==> config.mk <==
export PLATFORM = sky130hd
export DESIGN_NAME = aes_mixcol_seq
export DESIGN_NICKNAME = d
export VERILOG_FILES = /design/src/rtl/aes_mixcol_seq.sv
export SDC_FILE = /design/constraint.sdc
export NUM_CORES = 1
export LEC_CHECK = 0
export BUFFER_PORTS_ARGS = -buffer_cell sky130_fd_sc_hd__buf_4
export CORE_UTILIZATION = 40
export CTS_CLUSTER_DIAMETER = 30
export DETAILED_ROUTE_END_ITERATION = 8
export MAX_ROUTING_LAYER = met4
export PLACE_DENSITY = 0.59
export SLEW_MARGIN = 20
export SYNTH_ARGS = -nofsm -noshare
export SYNTH_HDL_FRONTEND = slang
export SYNTH_SLANG_ARGS = --single-unit
==> constraint.sdc <==
create_clock -name clk -period 5.11 [get_ports clk]
set_input_delay 1.022 -clock clk [delete_from_list [all_inputs] [get_ports clk]]
set_output_delay 1.022 -clock clk [all_outputs]
set_load 0.02 [all_outputs]
==> src/rtl/aes_mixcol_seq.sv <==
// aes_mixcol_seq: sequential full-state AES MixColumns / InvMixColumns engine.
//
// A 128-bit state is accepted over a valid/ready handshake together with its
// direction bit. COLS_PER_CYCLE column mixers then transform the state in place,
// a slice of columns per cycle. The result is offered over a second
// valid/ready handshake.
//
// Ports:
//   clk        clock
//   rst        synchronous active-high reset
//   in_valid   input block offered
//   in_ready   engine can accept a block (IDLE)
//   in_E_D     direction, sampled on accept: 0 = MixColumns, 1 = InvMixColumns
//   in_state   AES state; column c = bits [127-32c : 96-32c], byte 0 is the MSB
//   out_valid  result block available (DONE)
//   out_ready  consumer accepts result
//   out_state  transformed state, same layout as in_state
//   busy       engine is in BUSY or DONE
module aes_mixcol_seq #(
  parameter int unsigned COLS_PER_CYCLE = 1
) (
  input  logic         clk,
  input  logic         rst,
  input  logic         in_valid,
  output logic         in_ready,
  input  logic         in_E_D,
  input  logic [127:0] in_state,
  output logic         out_valid,
  input  logic         out_ready,
  output logic [127:0] out_state,
  output logic         busy
);

  if (!(COLS_PER_CYCLE == 1 || COLS_PER_CYCLE == 2 || COLS_PER_CYCLE == 4)) begin : gen_bad_cols
    $error("aes_mixcol_seq: COLS_PER_CYCLE must be 1, 2 or 4");
  end

  typedef enum logic [1:0] {StIdle, StBusy, StDone} state_e;

  state_e         state_q;
  logic [1:0]     cnt_q;
  logic [127:0]   work_q, work_d;
  logic           mode_q;
  logic           in_ready_q, out_valid_q, busy_q;
  logic           cnt_last;
  logic [1:0]     col_idx, col_sel;

  // GF(2^8) multiply by 2, reduction polynomial 0x11B.
  function automatic logic [7:0] xtime(input logic [7:0] x);
    return {x[6:0], 1'b0} ^ (x[7] ? 8'h1b : 8'h00);
  endfunction

  // One column mixer; all multiples come from a shared xtime chain per byte.
  function automatic logic [31:0] mix_column(input logic [31:0] col, input logic inv);
    logic [7:0] a  [4];
    logic [7:0] x2 [4];
    logic [7:0] x3 [4];
    logic [7:0] x4 [4];
    logic [7:0] x8 [4];
    logic [7:0] x9 [4];
    logic [7:0] xb [4];
    logic [7:0] xd [4];
    logic [7:0] xe [4];
    logic [7:0] b  [4];
    for (int i = 0; i < 4; i++) begin
      a[i]  = col[31-8*i -: 8];
      x2[i] = xtime(a[i]);
      x4[i] = xtime(x2[i]);
      x8[i] = xtime(x4[i]);
      x3[i] = x2[i] ^ a[i];
      x9[i] = x8[i] ^ a[i];
      xb[i] = x8[i] ^ x2[i] ^ a[i];
      xd[i] = x8[i] ^ x4[i] ^ a[i];
      xe[i] = x8[i] ^ x4[i] ^ x2[i];
    end
    // Row r is the circulant row rotated right by r.
    for (int r = 0; r < 4; r++) begin
      if (inv) begin
        b[r] = xe[r] ^ xb[(r+1)%4] ^ xd[(r+2)%4] ^ x9[(r+3)%4];
      end else begin
        b[r] = x2[r] ^ x3[(r+1)%4] ^ a[(r+2)%4] ^ a[(r+3)%4];
      end
    end
    return {b[0], b[1], b[2], b[3]};
  endfunction

  assign cnt_last = ({1'b0, cnt_q} + 3'(COLS_PER_CYCLE)) == 3'd4;

  // Replicated mixers: columns cnt..cnt+COLS_PER_CYCLE-1 are rewritten in place.
  always_comb begin
    work_d  = work_q;
    col_idx = '0;
    col_sel = '0;
    for (int unsigned g = 0; g < COLS_PER_CYCLE; g++) begin
      col_idx = cnt_q + 2'(g);
      col_sel = 2'd3 - col_idx;
      work_d[{col_sel, 5'd0} +: 32] = mix_column(work_q[{col_sel, 5'd0} +: 32], mode_q);
    end
  end

  always_ff @(posedge clk) begin
    if (rst) begin
      state_q     <= StIdle;
      cnt_q       <= '0;
      work_q      <= '0;
      mode_q      <= 1'b0;
      in_ready_q  <= 1'b1;
      out_valid_q <= 1'b0;
      busy_q      <= 1'b0;
    end else begin
      unique case (state_q)
        StIdle: begin
          if (in_valid) begin
            work_q     <= in_state;
            mode_q     <= in_E_D;
            cnt_q      <= '0;
            state_q    <= StBusy;
            in_ready_q <= 1'b0;
            busy_q     <= 1'b1;
          end
        end
        StBusy: begin
          work_q <= work_d;
          cnt_q  <= cnt_q + 2'(COLS_PER_CYCLE);
          if (cnt_last) begin
            state_q     <= StDone;
            out_valid_q <= 1'b1;
          end
        end
        StDone: begin
          if (out_ready) begin
            state_q     <= StIdle;
            out_valid_q <= 1'b0;
            in_ready_q  <= 1'b1;
            busy_q      <= 1'b0;
          end
        end
        default: begin
          state_q     <= StIdle;
          in_ready_q  <= 1'b1;
          out_valid_q <= 1'b0;
          busy_q      <= 1'b0;
        end
      endcase
    end
  end

  assign in_ready  = in_ready_q;
  assign out_valid = out_valid_q;
  assign busy      = busy_q;
  assign out_state = work_q;

endmodule

; ---- Word-level counts from Yosys, hierarchy flattened
; Index checks and enable logic that the tools add are counted.
[op_classes]
n_addsub = 4
n_eq_ne = 6
reduce_logical = 7
shifts = 3
bitwise = 66
muxes = 33
[op_table]
columns = cell, n
row1 = $xor A8 B8 Y8, 52
row2 = $pmux W128 S2, 1
row3 = $bwmux W128, 1
row4 = $mux W128, 1
row5 = $shift A32 B9 Y128 const A, 1
row6 = $shiftx A128 B8 Y32, 1
row7 = $shiftx A32 B9 Y128, 1
row8 = $xor A8 B5 Y8, 12
row9 = $mux W5, 12
row10 = $mux W8, 4
row11 = $neg A7 Y9, 1
row12 = $pmux W1 S3, 3
row13 = $reduce_and A3 Y1, 3
row14 = $mux W2, 4
row15 = $ne A2 B2 Y1 const B, 3
row16 = $pmux W2 S3, 1
row17 = $mux W1, 5
row18 = $pmux W2 S2, 1
row19 = $reduce_and A2 Y1, 2
row20 = $add A2 B1 Y3 const B, 1
row21 = $eq A3 B3 Y1 const B, 1
row22 = $add A2 B1 Y2 const B, 1
row23 = $eq A2 B1 Y1 const B, 1
row24 = $eq A2 B2 Y1 const B, 1
row25 = 4 further kinds, 5
[totals]
register_bits = 136
in_bits = 133
word_cells = 126
output_inout_bits = 131

; ---- Depth between registers and ports, before layout
[logic_depth]
word_depth = 17
ltp_mapped = 12
depth_no_buf = 8

; ---- Worst setup path before layout
; Ideal clock, no wire load.
[synth_timing]
kind = register to register
start = register cnt_q[0]
end = register work_q[113] (netlist: out_state[113])
synth_period_minus_slack_ps = 3117
path_stages_with_launch = 11
t_required_ps = 4976
slack_ps = 1993
t_arrival_ps = 2983
cell_sequence = dfxtp_1 buf_6 buf_6 mux4_2 buf_6 xnor2_1 xnor3_2 a32o_1 or4_4 o21ai_1 a211oi_1
[synth_via]
elab_chain_len = 15
elab_cells_between_ends = 87
cone_classes = 2 x add/sub / 3 x shift / 18 x mux / 64 x bitwise
[synth_lines]
columns = element, line_no
row1 = from (decl), 41  ; logic [1:0] cnt_q;
row2 = from (signal assigned), 124  ; cnt_q <= cnt_q + 2'(COLS_PER_CYCLE);
row3 = $sub A2 B2 Y2 *, 96  ; col_sel = 2'd3 - col_idx;
row4 = $shiftx A128 B8 Y32, 97  ; work_d[{col_sel, 5'd0} +: 32] = mix_column(work_q[{col_sel, 5'd0} +: 32], mode_q);
row5 = $xor A8 B5 Y8 or $mux W5 (tied branches) (2 in a row), 50  ; return {x[6:0], 1'b0} ^ (x[7] ? 8'h1b : 8'h00);
row6 = $mux W5 or $xor A8 B5 Y8 (tied branches), 50
row7 = $xor A8 B5 Y8, 50
row8 = "$xor A8 B8 Y8, on equally long branches", "73, 74, 72"
row9 = "$xor A8 B8 Y8, on equally long branches", "74, 72"
row10 = $xor A8 B8 Y8 (3 in a row), 79  ; b[r] = xe[r] ^ xb[(r+1)%4] ^ xd[(r+2)%4] ^ x9[(r+3)%4];
row11 = $mux W8, 78  ; if (inv) begin
row12 = $shiftx A32 B9 Y128, 97
row13 = $bwmux W128 *, 97
row14 = $pmux W128 S2 *, 111  ; unique case (state_q)
row15 = to (signal assigned), 114  ; work_q <= in_state;
row16 = to (signal assigned), 123  ; work_q <= work_d;
row17 = to (decl), 42  ; logic [127:0] work_q, work_d;
; Every way passes the cells marked *; elsewhere a longest branch is shown, timed or not.
; A chain may end at the register's enable or synchronous reset.

; ---- Worst setup path in the final report
[layout_timing]
start = register cnt_q[0]
end = register work_q[68] (netlist: out_state[68])
; Same word-level chain as after synthesis.

==> impl_metrics.ini <==
[synthesis]
synth_compound_area_frac = 0.175
netlist_area_um2 = 10200
synth-main-ff-cell = dfxtp_1
yosys_warnings = 0
synth.net_count = 1226
synth_xor_area_frac = 0.271
async_flop_share = 0
ys_seq_area_frac = 0.266
synth-adder-area-share = 0.00489
synth_top_area_frac = 0.266
synth_top_family_by_area = XOR/XNOR gates
synthMuxAreaShare = 0.0839
avgSynthCellArea_um2 = 9.39
synth.distinct_cells = 51
yosys.area_share.simple = 0.151
post-synth-top-count-cell = nor2_1
synthTopCellsByCount = nor2_1 (146), dfxtp_1 (136), xnor2_1 (100), clkbuf_1 (74), nor3_1 (71)
synth_cells = 1089
ys_ff_latch = 136
synthTopCellsByArea = dfxtp_1 (27%), xnor3_1 (10%), xnor2_1 (8.6%), mux4_2 (7.0%), a221oi_1 (5.9%)
yosysTopAreaCell = dfxtp_1
synth_edf_count = 0

[floorplanning]
die_y_um = 162
die_x_um = 162
die_area_um2 = 26200
rows = 58
start_util = 0.407
core_um2 = 25100
pin_count = 264

[place]
place_area_um2 = 12400
place_congestion = 0.899
placedCellCount = 1598
dp_hpwl_mm = 29.3
io_buffers = 263

[timing]
period_share = 0.811
worst_slew_pin_slew_ps = 1070
max_freq_mhz = 241
max_slew_margin = 0.284
setup_viol_count_final = 0
hold_viol = 0
min_period_ps = 4140
finalMaxSlewViolations = 0
rsz0062_at_grt = no
skew_ps = 13.2
tns_ps = 0

[outcome]
outcome = complete, no violations

[clock_network]
cts.sinks = 136
hold_buffers = 0
worstSkewPairLatency_ps = 440
cts_tree = built
ctsResizeCount = 0
root_buffer = clkbuf_16
cts_inserted_buffers = 17
cts_buffer_depth = 2
clk_pin_slew_ps = 70
htreeDepth = 4
post-cts-setup-buffers = 0

[layout]
insertedDiodeCount = 0
area_growth_pct = 26.4
nets = 1424
final_cells = 1630
layout-drive-gt1-share = 0.295
postLayoutCoreUtil = 0.515
final-seq-area_um2 = 2730
fillers = 2396
design_area_um2 = 12900
multiInputGateArea_um2 = 7080

[critical_path]
cp.required_ps = 5430
criticalPathCategory = register to register
critPathMaxFanout = 25
start_kind = register
arrival_ps = 4460
cp-end-kind = register

[run]
cap_violations = 0

[hold_path]
hold_path.class = register to register

[route]
drc_errors = 0
firstDrtPassIters = 5
drt_iter0_markers = 1059
final_antenna_net_count = 0
vias = 10100
drt-total-wl_mm = 41.1
wire_per_inst_um = 25.2
viasPerCell = 6.18

[global_routing]
grt_pass1_vias = 9836
grt_pass1_wl_mm = 61.1
grt_usage = 0.322
grt_remaining_overflow = 0
antenna_found_initial = 0
grt_max_degree = 85

[pwr]
vdd_drop_max_v = 0.000320
finalPower_w = 0.00748
leakagePower_nw = 5.43
power_density_nw_per_um2 = 578
-- cell usage in the layout, fill, tap and decap left out, types with 32 or more instances in the layout --
cell / count
nor2_1: 146
xor2_1: 32
nor3_1: 70
nand3_1: 32
buf_4: 282
a221oi_1: 69
dfxtp_1: 133
a21oi_1: 60
a211oi_1: 49
xnor2_1: 100
mux4_2: 32
xnor3_1: 47
nand2_1: 52
-- flip-flops by register name (all words and copies together) (netlist names) --
signal and flops:
state_q 2, out_valid 1, busy 1, mode_q 1, out_state 128, cnt_q 2
in_ready 1
-- critical path, cell delays in order (launching register included) --
cell and delay (ps):
dfxtp_2 910, buf_4 380, mux4_2 650, xnor3_1 580
xnor3_1 420, or2_1 230, a21oi_2 410, nor4_1 110
a211o_1 300
-- stage by stage --
| step | worst slack [ps] | hold WS (ps) |
|---|---|---|
| global placement | 1130 | 473 |
| detailed placement | 1060 | 475 |
| finish | 967 | 482 |
| floorplan | 1990 | 530 |
| CTS | 1020 | 486 |
| global route | 803 | 525 |
-- worst paths after layout --
check | slack, ps | to | start | depth (start not counted)
worst max-delay path | 970 | out_state[68]$_SDFFE_PP0P_ | cnt_q[0]$_SDFFE_PP0P_ | 8
worst min-delay path | 480 | out_valid$_SDFFE_PP0P_ | out_valid$_SDFFE_PP0P_ | 2
worst max register to register | 970 | out_state[68]$_SDFFE_PP0P_ | cnt_q[0]$_SDFFE_PP0P_ | 8
worst min register to register | 480 | out_valid$_SDFFE_PP0P_ | out_valid$_SDFFE_PP0P_ | 2
-- power breakdown --
part           internal [W]  leakage, nW  total, W  switching [W]
clock              0.000674        0.260   0.00121       0.000536
sequential          0.00119         1.13   0.00132       0.000135
combinational       0.00219         4.05   0.00494        0.00276
-- layout make-up --
class                           instances  share of cell area
Multi-Input combinational cell        845               0.548
Sequential cell                       136               0.211
Timing Repair Buffer                  283               0.165
Clock buffer                           19              0.0335
Tap cell                              330              0.0319
Clock inverter                         13             0.00949
Inverter                                4             0.00116
-- routing by layer --
layer  vias up  global-route usage  part of all wire
met5         -                   -                 0
met4         0               0.107             0.027
met3        90              0.0483             0.089
met2       633               0.498              0.47
met1      4929               0.430              0.41
li1       4415                   -                 -
-- kinds of logic after synthesis --
kind of cell | count (synthesis)
xor+xnor | 206
simple gates | 344
buf+inv | 108
flops | 136
fa+ha+maj | 4
mux | 45
compound gates | 246
Note: power is estimated with default switching activity, not from simulation.
